## src/rtl/tlp_slave_tx.sv

```systemverilog
// tlp_slave_tx: receiving end of the TLP request interface.
// Grants one requesting master and latches its header fields. The TLP is then
// streamed out as two 64-bit header beats followed by the payload beats,
// through a small registered skid buffer toward the PCIe core TX port.
// The tlp_interface members are flattened into plain ports.
// Optional build macro: TLP_SLAVE_TX_STATS_EN adds stat_tlp_cnt / stat_dw_cnt.
module tlp_slave_tx #(
    parameter logic [15:0] COMPLETER_ID = 16'h0000,
    parameter int          SKID_DEPTH   = 2
) (
    input  logic        sysclk,
    input  logic        sysrst,
    input  logic        req_to_send,
    output logic        grant,
    output logic        dst_rdy_n,
    input  logic        src_rdy_n,
    input  logic [6:0]  fmt_type,
    input  logic [9:0]  length_in_dw,
    input  logic [61:0] address,
    input  logic [7:0]  ldwbe_fdwbe,
    input  logic [1:0]  attr,
    input  logic [23:0] transaction_id,
    input  logic [11:0] byte_count,
    input  logic [6:0]  lower_address,
    input  logic [63:0] data,
    output logic [63:0] m_tdata,
    output logic [7:0]  m_tkeep,
    output logic        m_tlast,
    output logic        m_tvalid,
    input  logic        m_tready
`ifdef TLP_SLAVE_TX_STATS_EN
    ,
    output logic [31:0] stat_tlp_cnt,
    output logic [31:0] stat_dw_cnt
`endif
);

    // state | meaning
    // IDLE  | wait for a request with the skid buffer drained
    // GRANT | grant high for one cycle, header fields latched
    // HDR0  | push header beat 0
    // HDR1  | push header beat 1 (ends the TLP when there is no payload)
    // DATA  | accept payload beats from the master
    typedef enum logic [2:0] {IDLE, GRANT, HDR0, HDR1, DATA} state_t;

    localparam int CW = $clog2(SKID_DEPTH + 1);
    localparam logic [CW-1:0] DEPTH_C = CW'(SKID_DEPTH);

    state_t        state, state_nxt;
    logic [6:0]    r_fmt;
    logic [9:0]    r_len;
    logic [61:0]   r_addr;
    logic [7:0]    r_be;
    logic [1:0]    r_attr;
    logic [23:0]   r_tid;
    logic [11:0]   r_bc;
    logic [6:0]    r_la;
    logic [9:0]    beat_cnt;

    logic [63:0]   e_data [SKID_DEPTH];
    logic [7:0]    e_keep [SKID_DEPTH];
    logic          e_last [SKID_DEPTH];
    logic [CW-1:0] count, cnt_nxt, wr_idx;
    logic          tvalid;

    logic          is_cpl, free, pop, push, data_xfer, last_beat;
    logic [63:0]   hdr0, hdr1, push_data;
    logic [7:0]    push_keep;
    logic          push_last;

    assign is_cpl    = (r_fmt[4:0] == 5'b01010);
    assign free      = (count < DEPTH_C);
    assign pop       = tvalid && m_tready;
    assign data_xfer = (state == DATA) && !src_rdy_n && !dst_rdy_n;
    assign last_beat = (beat_cnt == 10'd0);
    assign hdr0      = {1'b0, r_fmt, 1'b0, 3'b0, 4'b0, 2'b00, r_attr, 2'b00, r_len,
                        is_cpl ? {COMPLETER_ID, 4'b0, r_bc} : {r_tid, r_be}};
    assign hdr1      = is_cpl ? {r_tid, 1'b0, r_la, 32'h0} : {r_addr, 2'b00};
    assign cnt_nxt   = count + CW'(push) - CW'(pop);
    assign wr_idx    = pop ? count - CW'(1) : count;

    assign m_tdata   = e_data[0];
    assign m_tkeep   = e_keep[0];
    assign m_tlast   = e_last[0];
    assign m_tvalid  = tvalid;

    // Select the beat to push this cycle and the next FSM state
    always_comb begin
        push      = 1'b0;
        push_data = 64'h0;
        push_keep = 8'h00;
        push_last = 1'b0;
        state_nxt = state;
        case (state)
            IDLE:  if (req_to_send && count == '0) state_nxt = GRANT;
            GRANT: state_nxt = HDR0;
            HDR0: begin
                if (free) begin
                    push      = 1'b1;
                    push_data = hdr0;
                    push_keep = 8'hFF;
                    state_nxt = HDR1;
                end
            end
            HDR1: begin
                if (free) begin
                    push      = 1'b1;
                    push_data = hdr1;
                    push_last = !r_fmt[6];
                    push_keep = (!r_fmt[6] && is_cpl) ? 8'hF0 : 8'hFF;
                    state_nxt = r_fmt[6] ? DATA : IDLE;
                end
            end
            DATA: begin
                if (data_xfer) begin
                    push      = 1'b1;
                    push_data = data;
                    push_last = last_beat;
                    push_keep = (last_beat && r_len[0]) ? 8'h0F : 8'hFF;
                    if (last_beat) state_nxt = IDLE;
                end
            end
            default: state_nxt = IDLE;
        endcase
    end

    // FSM, latched header fields, payload down-counter and registered handshakes
    always_ff @(posedge sysclk or posedge sysrst) begin
        if (sysrst) begin
            state     <= IDLE;
            grant     <= 1'b0;
            dst_rdy_n <= 1'b1;
            r_fmt     <= '0;
            r_len     <= '0;
            r_addr    <= '0;
            r_be      <= '0;
            r_attr    <= '0;
            r_tid     <= '0;
            r_bc      <= '0;
            r_la      <= '0;
            beat_cnt  <= '0;
        end else begin
            state     <= state_nxt;
            grant     <= (state_nxt == GRANT);
            dst_rdy_n <= !((state_nxt == DATA) && (cnt_nxt < DEPTH_C));
            if (state == GRANT) begin
                r_fmt    <= fmt_type;
                r_len    <= length_in_dw;
                r_addr   <= address;
                r_be     <= ldwbe_fdwbe;
                r_attr   <= attr;
                r_tid    <= transaction_id;
                r_bc     <= byte_count;
                r_la     <= lower_address;
                // beats - 1; a zero length field means 1024 DW, i.e. 512 beats
                beat_cnt <= (length_in_dw == 10'd0) ? 10'd511 : (length_in_dw - 10'd1) >> 1;
            end else if (data_xfer && !last_beat) begin
                beat_cnt <= beat_cnt - 10'd1;
            end
        end
    end

    // Shift-register skid buffer; entry 0 is the registered output beat
    always_ff @(posedge sysclk or posedge sysrst) begin
        if (sysrst) begin
            count  <= '0;
            tvalid <= 1'b0;
            for (int i = 0; i < SKID_DEPTH; i++) begin
                e_data[i] <= '0;
                e_keep[i] <= '0;
                e_last[i] <= 1'b0;
            end
        end else begin
            count  <= cnt_nxt;
            tvalid <= (cnt_nxt != '0);
            for (int i = 0; i < SKID_DEPTH; i++) begin
                if (push && (wr_idx == CW'(i))) begin
                    e_data[i] <= push_data;
                    e_keep[i] <= push_keep;
                    e_last[i] <= push_last;
                end else if (pop && (i < SKID_DEPTH - 1)) begin
                    e_data[i] <= e_data[(i + 1) % SKID_DEPTH];
                    e_keep[i] <= e_keep[(i + 1) % SKID_DEPTH];
                    e_last[i] <= e_last[(i + 1) % SKID_DEPTH];
                end
            end
        end
    end

`ifdef TLP_SLAVE_TX_STATS_EN
    // Count completed TLPs and their DW length when the last beat leaves
    always_ff @(posedge sysclk or posedge sysrst) begin
        if (sysrst) begin
            stat_tlp_cnt <= '0;
            stat_dw_cnt  <= '0;
        end else if (pop && e_last[0]) begin
            stat_tlp_cnt <= stat_tlp_cnt + 32'd1;
            stat_dw_cnt  <= stat_dw_cnt + {21'd0, (r_len == 10'd0), r_len};
        end
    end
`endif

endmodule
```

## config.mk

```make
export PLATFORM = sky130hd
export DESIGN_NAME = tlp_slave_tx
export DESIGN_NICKNAME = d
export VERILOG_FILES = /design/src/rtl/tlp_slave_tx.sv
export SDC_FILE = /design/constraint.sdc
export NUM_CORES = 1
export LEC_CHECK = 0
export ABC_AREA = 1
export ABC_CLOCK_PERIOD_IN_PS = 10150
export CAP_MARGIN = 20
export CORE_UTILIZATION = 53
export DETAILED_ROUTE_END_ITERATION = 6
export MAX_ROUTING_LAYER = met4
export PLACE_DENSITY = 0.81
export SETUP_SLACK_MARGIN = 0.2
export SKIP_LAST_GASP = 1
export SYNTH_ARGS = -nofsm -noshare
export SYNTH_HDL_FRONTEND = slang
export SYNTH_SLANG_ARGS = --single-unit
export TNS_END_PERCENT = 10
```

## constraint.sdc

```tcl
create_clock -name sysclk -period 10.15 [get_ports sysclk]
set_input_delay 1.5225 -clock sysclk [delete_from_list [all_inputs] [get_ports sysclk]]
set_output_delay 1.5225 -clock sysclk [all_outputs]
set_load 0.01 [all_outputs]
```

==> reports/qor_table.md, run 1 <==
| Item | This run |
| --- | --- |
| Sequential area share after synthesis | 48.5% |
| Element type at the critical path start | primary input |
| Starting density of the core | 54.2% |
| Avg Vias per Cell | 5.40 |
| Final routed DRC violation total | 0 |
| Synthesized area divided by synthesized cell count | 7.36 um2 |
| Quantity of gates resized following cts | 0 |
| Max Transition Viols Final | 0 |
| Clock latency on the worst-skew pair | 560 ps |
| Reported leakage power | 9.35 nW |
| Placed Cells | 2,440 |
| Detailed Place HPWL | 28.1 mm |
| Setup Crit Path Kind | in -> reg |
| GRT Overall Usage | 31.8% |
| Antenna violations before repair | 2 |
| Register-to-Register Path Depth | 12 |
| Path type of the worst min-delay path | reg -> reg |
| Worst-path clk slew | 60 ps |
| Ratio of cells with drive above 1 in the final layout | 3.90% |
| Start of the worst register-to-register path | m_tvalid |
| Share of flip-flops with an asynchronous set or reset after synthesis | 100% |
| Number of antenna-violating nets in the routed design | 0 |
| Critical path peak fanout | 69 |
| CP Data Arrival Time | 5780 ps |
| Rows | 60 |
| CTS tree | built |
| Count of input and output buffers | 276 |
| Cells after synthesis | 1,990 |
| CP Capture Type | register |
| Floorplan die height | 168 um |
| Setup violations, final | 0 |
| Number of synthesis warnings | 0 |
| Worst Hold Depth | 2 |
| Area after detailed placement | 16,900 um2 |
| X dimension of the die | 168 um |
| Slew of the pin with the lowest slew margin | 1000 ps |
| Post-route cell area | 17,900 um2 |
| Maximum clock skew at final layout | 13.9 ps |
| Post-layout min period | 5340 ps |
| Highest ir drop seen on vdd | 0.000205 V |
| Unique masters post-synth | 33 |
| Vias post-DR | 13,500 |
| Hold Path Origin | r_bc[4] |
| Post-route setup slack | 4810 ps |
| Normalized max-slew margin | 33.0% |
| Clock tree root buffer cell | sky130_fd_sc_hd__clkbuf_16 |
| Wirelength, routed | 43.5 mm |
| Synthesized net count | 2,196 |
| Length of the first detailed-routing pass in iterations | 7 |
| Number of setup buffers added after CTS | 0 |
| Synthesis-to-layout area growth | 22.1% |
| Worst setup startpoint | m_tready |
| Final standard cell count with taps included and fillers excluded | 2,497 |
| Hold bufs inserted after CTS | 0 |
| Final period util | 52.6% |
| CTS sink count | 284 |
| Number of buffers created by CTS | 31 |
| PD cells | 277 nW/um2 |
| Setup repair after global routing missed its margin | no |
| Number of global-route vias before repair | 13,300 |
| Buffer levels on the longest clock path | 3 |
| Placement-stage worst setup slack | 3850 ps |
| Number of failing hold endpoints at the final stage | 0 |
| Setup TNS | 0 ps |
| H-tree levels | 1 |
| Number of DRC violations after detailed-routing iteration 0 | 1,416 |
| Gpl congestion | 0.928 |
| Worst Hold Margin | 476 ps |
| Top achievable clock speed | 187 MHz |
| Average routed wire per standard cell | 17.4 um |
| DIE AREA | 28,300 um2 |
| Post-Synthesis Cell Area | 14,700 um2 |
| Post-synth EDFFs | 0 |
| Sum of internal, switching and leakage power | 4.96 mW |
| Maximum number of pins on one net before global-route repair | 103 |
| I/O pin count | 277 |
| Final layout net count | 2,341 |
| Ys flop type | sky130_fd_sc_hd__dfrtp_1 |
| Remaining global-route overflow | 0 |
| Result of the run | complete, no violations |
| Placeable core region | 27,000 um2 |
| Global-route wire length before repair | 68.8 mm |
| Register bit count reported by yosys | 284 |
| Req. time, crit path | 10,600 ps |
| Fraction of the core area covered by cells at the end of the flow | 66.2% |
| Max-cap viol count | 0 |
[final timing paths]
check,to,slack [ps]
worst max-delay path,m_tdata[33],4810
worst min-delay path,r_bc[4],480
worst max register to register,m_tdata[33],5870
worst min register to register,r_bc[4],480
max in group asynchronous,m_tdata[24],6650
min in group asynchronous,beat_cnt[4],1460
[cell families after synthesis]
kind of cell / synth area share [%]
buffers and inverters: 11.9
adders and majority gates: 0.427
AOI/OAI and AO/OA: 5.34
xor gates and xnor gates: 0.478
and+or+nand+nor: 33.3
DFF: 48.5
[critical path: stages]
cell and delay, ps:
sky130_fd_sc_hd__clkdlybuf4s50_1 470, sky130_fd_sc_hd__nand2_2 40, sky130_fd_sc_hd__buf_4 370, sky130_fd_sc_hd__inv_2 620, sky130_fd_sc_hd__buf_4 520, sky130_fd_sc_hd__nand2_1 90
sky130_fd_sc_hd__o21ai_1 170, sky130_fd_sc_hd__nand3_4 440, sky130_fd_sc_hd__buf_12 380, sky130_fd_sc_hd__inv_2 740, sky130_fd_sc_hd__nand3_1 180, sky130_fd_sc_hd__nand2_1 130
sky130_fd_sc_hd__inv_1 50
[state kept, by name, indices dropped and copies added (netlist names), 2 cells and up]
signal    flops
e_data       64
m_tdata      64
r_addr       62
r_tid        24
r_bc         12
beat_cnt     10
r_len        10
r_be          8
r_fmt         7
r_la          7
state         3
count         2
e_keep        2
m_tkeep       2
r_attr        2
[power breakdown]
group / switching (mW) / leakage [nW] / internal [mW]
clock: 0.449 / 0.459 / 0.607
sequential: 0.285 / 3.65 / 1.61
combinational: 1.23 / 5.24 / 0.776
[routing by layer]
layer  track usage (%)  part of all wire (%)
met5                 -                     0
met2              52.1                    48
met4              13.4                   4.3
met1              39.3                    39
met3              5.01                   8.5
[cell usage after synthesis (2+ instances only)]
library cell               instances  area share [%]
sky130_fd_sc_hd__nand2_1         895              23
sky130_fd_sc_hd__dfrtp_1         283              48
sky130_fd_sc_hd__nand3_1         212             7.2
sky130_fd_sc_hd__inv_1           164             4.2
sky130_fd_sc_hd__o21ai_0         119             4.1
sky130_fd_sc_hd__buf_4            75             3.8
sky130_fd_sc_hd__buf_2            45             1.5
sky130_fd_sc_hd__clkbuf_1         44             1.1
sky130_fd_sc_hd__nor2_1           43             1.1
sky130_fd_sc_hd__nand3b_1         20             1.0
sky130_fd_sc_hd__a21oi_1          16            0.55
sky130_fd_sc_hd__buf_6            12            0.92
sky130_fd_sc_hd__o21ai_1          11            0.38
sky130_fd_sc_hd__nand4_1           6            0.26
sky130_fd_sc_hd__ha_1              5            0.43
sky130_fd_sc_hd__inv_2             5            0.13
sky130_fd_sc_hd__xor2_1            5            0.30
sky130_fd_sc_hd__buf_1             4            0.10
sky130_fd_sc_hd__nand3_2           4            0.27
sky130_fd_sc_hd__a22oi_1           3            0.15
sky130_fd_sc_hd__nand2_2           3            0.13
sky130_fd_sc_hd__xnor2_1           3            0.18
sky130_fd_sc_hd__o21bai_1          2            0.10
sky130_fd_sc_hd__or2_2             2           0.085
[placed cells by master, fill, tap and decap left out, types with 11 or more instances in the layout]
cell and instances:
sky130_fd_sc_hd__buf_4 13, sky130_fd_sc_hd__nand3_1 212, sky130_fd_sc_hd__nand3b_1 20, sky130_fd_sc_hd__clkdlybuf4s50_1 276
sky130_fd_sc_hd__a21oi_1 16, sky130_fd_sc_hd__nor2_1 42, sky130_fd_sc_hd__nand2_1 893, sky130_fd_sc_hd__clkbuf_16 31
sky130_fd_sc_hd__inv_1 162, sky130_fd_sc_hd__o21ai_1 11, sky130_fd_sc_hd__dfrtp_1 283, sky130_fd_sc_hd__o21ai_0 119
[cell type report]
class                           instances  area, um2
Sequential cell                       284       7110
Fill cell                            2275       9130
Tap cell                              341        427
Clock inverter                          5       31.3
Antenna cell                            2       5.00
Clock buffer                           47        906
Inverter                              170        652
Multi-Input combinational cell       1356       5840
Timing Repair Buffer                  292       2930
Power figures use the tool's default switching activity.
==> run 2, diff against run 1 <==
- ABC_CLOCK_PERIOD_IN_PS: 10150 -> 4900
- CORE_UTILIZATION: 53 -> 48
- PLACE_DENSITY: 0.81 -> 0.77
- clock period: 10.15 -> 4.9 ns (I/O delays scaled with it)
==> reports/qor_table.md, run 2 (synthesis results as in run 1) <==
| Item | This run |
| --- | --- |
| Number of setup buffers added after CTS | 0 |
| GRT Overall Usage | 28.9% |
| Final layout net count | 2,340 |
| Result of the run | complete, no violations |
| Placeable core region | 29,800 um2 |
| Setup Crit Path Kind | reg -> reg |
| Max Transition Viols Final | 0 |
| Normalized max-slew margin | 29.2% |
| CP Data Arrival Time | 3470 ps |
| Rows | 63 |
| Critical path peak fanout | 93 |
| Count of input and output buffers | 276 |
| Reported leakage power | 9.39 nW |
| Buffer levels on the longest clock path | 3 |
| Avg Vias per Cell | 5.31 |
| Highest ir drop seen on vdd | 0.000331 V |
| Maximum number of pins on one net before global-route repair | 171 |
| Global-route wire length before repair | 68.7 mm |
| Worst-path clk slew | 60 ps |
| Final period util | 62.0% |
| Starting density of the core | 49.2% |
| Share of total power in combinational logic | 39.8% |
| Vias post-DR | 13,500 |
| Req. time, crit path | 5330 ps |
| Clock tree root buffer cell | sky130_fd_sc_hd__clkbuf_16 |
| Floorplan die height | 177 um |
| Relative contribution of the clock network to total power | 22.7% |
| Max-cap viol count | 0 |
| Ratio of cells with drive above 1 in the final layout | 4.13% |
| CP Capture Type | register |
| Worst setup startpoint | count[1] |
| CTS tree | built |
| Number of antenna-violating nets in the routed design | 0 |
| Most common cell after layout, fill and taps aside | sky130_fd_sc_hd__nand2_1 |
| I/O pin count | 277 |
| Quantity of gates resized following cts | 0 |
| Switching power share of the total | 38.6% |
| Number of DRC violations after detailed-routing iteration 0 | 1,220 |
| Slew of the pin with the lowest slew margin | 1060 ps |
| Number of failing hold endpoints at the final stage | 0 |
| Area after detailed placement | 17,000 um2 |
| CTS sink count | 284 |
| Final routed DRC violation total | 0 |
| Length of the first detailed-routing pass in iterations | 6 |
| Setup repair after global routing missed its margin | no |
| Path type of the worst min-delay path | reg -> reg |
| Post-route setup slack | 1860 ps |
| Power spent charging and discharging nets | 4.01 mW |
| Top achievable clock speed | 329 MHz |
| Wirelength, routed | 43.7 mm |
| Antenna violations before repair | 6 |
| Start of the worst register-to-register path | count[1] |
| Setup violations, final | 0 |
| Remaining global-route overflow | 0 |
| Element type at the critical path start | register |
| Average routed wire per standard cell | 17.1 um |
| Int Pwr | 6.39 mW |
| Setup TNS | 0 ps |
| Post-route cell area | 18,100 um2 |
| Proportion of power drawn by flip-flops and latches | 37.4% |
| Gpl congestion | 0.888 |
| X dimension of the die | 177 um |
| Placement-stage worst setup slack | 1360 ps |
| Maximum clock skew at final layout | 7.91 ps |
| Post-layout min period | 3040 ps |
| PD cells | 576 nW/um2 |
| Hold bufs inserted after CTS | 0 |
| Hold Path Origin | r_bc[9] |
| Detailed Place HPWL | 27.8 mm |
| DIE AREA | 31,200 um2 |
| Synthesis-to-layout area growth | 23.2% |
| Number of global-route vias before repair | 13,100 |
| Number of buffers created by CTS | 31 |
| Clock latency on the worst-skew pair | 550 ps |
| H-tree levels | 1 |
| Commonest non-fill, non-tap cells in the layout | sky130_fd_sc_hd__nand2_1 (893), sky130_fd_sc_hd__dfrtp_1 (283), sky130_fd_sc_hd__clkdlybuf4s50_1 (276) |
## run 2: changes by cell type in the layout (fill, tap and decap cells not counted), sizes merged
| cell | previous run | this run |
|---|---|---|
| clkbuf | 47 | 49 |
| buf | 16 | 15 |
| inv | 170 | 168 |
| diode | 2 | 6 |
| bufinv | 0 | 2 |
| clkinvlp | 1 | 2 |
## run 2: power by group through the flow
stage / Clock [mW] / Sequential, mW / Combinational [mW]
global route: 2.49 / 3.99 / 4.66
finish: 2.36 / 3.89 / 4.14
CTS: 2.39 / 3.88 / 4.14
floorplan: 0 / 3.74 / 3.05
detailed placement: 0 / 3.91 / 4.09
global placement: 0 / 3.89 / 3.98
## run 2: worst max-delay path, cell delays in order, from the launching register on
cell                      delay [ps]
sky130_fd_sc_hd__dfrtp_1         480
sky130_fd_sc_hd__inv_1           540
sky130_fd_sc_hd__ha_1            360
sky130_fd_sc_hd__nand2_1          60
sky130_fd_sc_hd__o21ai_1         110
sky130_fd_sc_hd__nand3_4         120
sky130_fd_sc_hd__buf_4           800
sky130_fd_sc_hd__nand3_1         180
sky130_fd_sc_hd__o21ai_0         160
sky130_fd_sc_hd__inv_1            60
## run 2: area by class of cell
| class | instances | area (um2) |
|---|---|---|
| fillers | 2645 | 11700 |
| flip-flops and latches | 284 | 7110 |
| multi-input cells | 1356 | 5840 |
| repair buffers | 291 | 2910 |
| clock buffers | 49 | 963 |
| inverters | 170 | 648 |
| well taps | 390 | 488 |
| clock inverters | 6 | 82.6 |
| diodes | 6 | 15.0 |
## run 2: per-stage QoR
stage | total power [mW] | hold WS [ps] | cells | util, %
after floorplan | 6.79 | 440 | 1990 | -
after global placement | 7.87 | 455 | 2490 | 57.0
after detailed placement | 8.00 | 458 | 2490 | 57.0
after CTS | 10.4 | 474 | 2545 | 60.5
after global routing | 11.1 | 487 | 2552 | 60.6
final | 10.4 | 470 | 2552 | 60.6
## run 2: final timing paths
kind	endpoint	slack, ps	cells after the start
hold reg to reg	r_bc[9]	470	2
hold / removal	r_bc[9]	470	2
max in group asynchronous	e_data[6]	3340	3
setup reg to reg	m_tdata[53]	1860	9
setup / recovery	m_tdata[53]	1860	9
min in group asynchronous	e_data[52]	730	3
## run 2: routing by layer
| metal | global-route usage [%] | up-vias | share of wire, % |
|---|---|---|---|
| li1 | - | 6395 | - |
| met1 | 36.5 | 6392 | 40 |
| met2 | 45.8 | 644 | 47 |
| met3 | 4.30 | 112 | 8.5 |
| met4 | 13.5 | 0 | 4.5 |
| met5 | - | - | 0 |
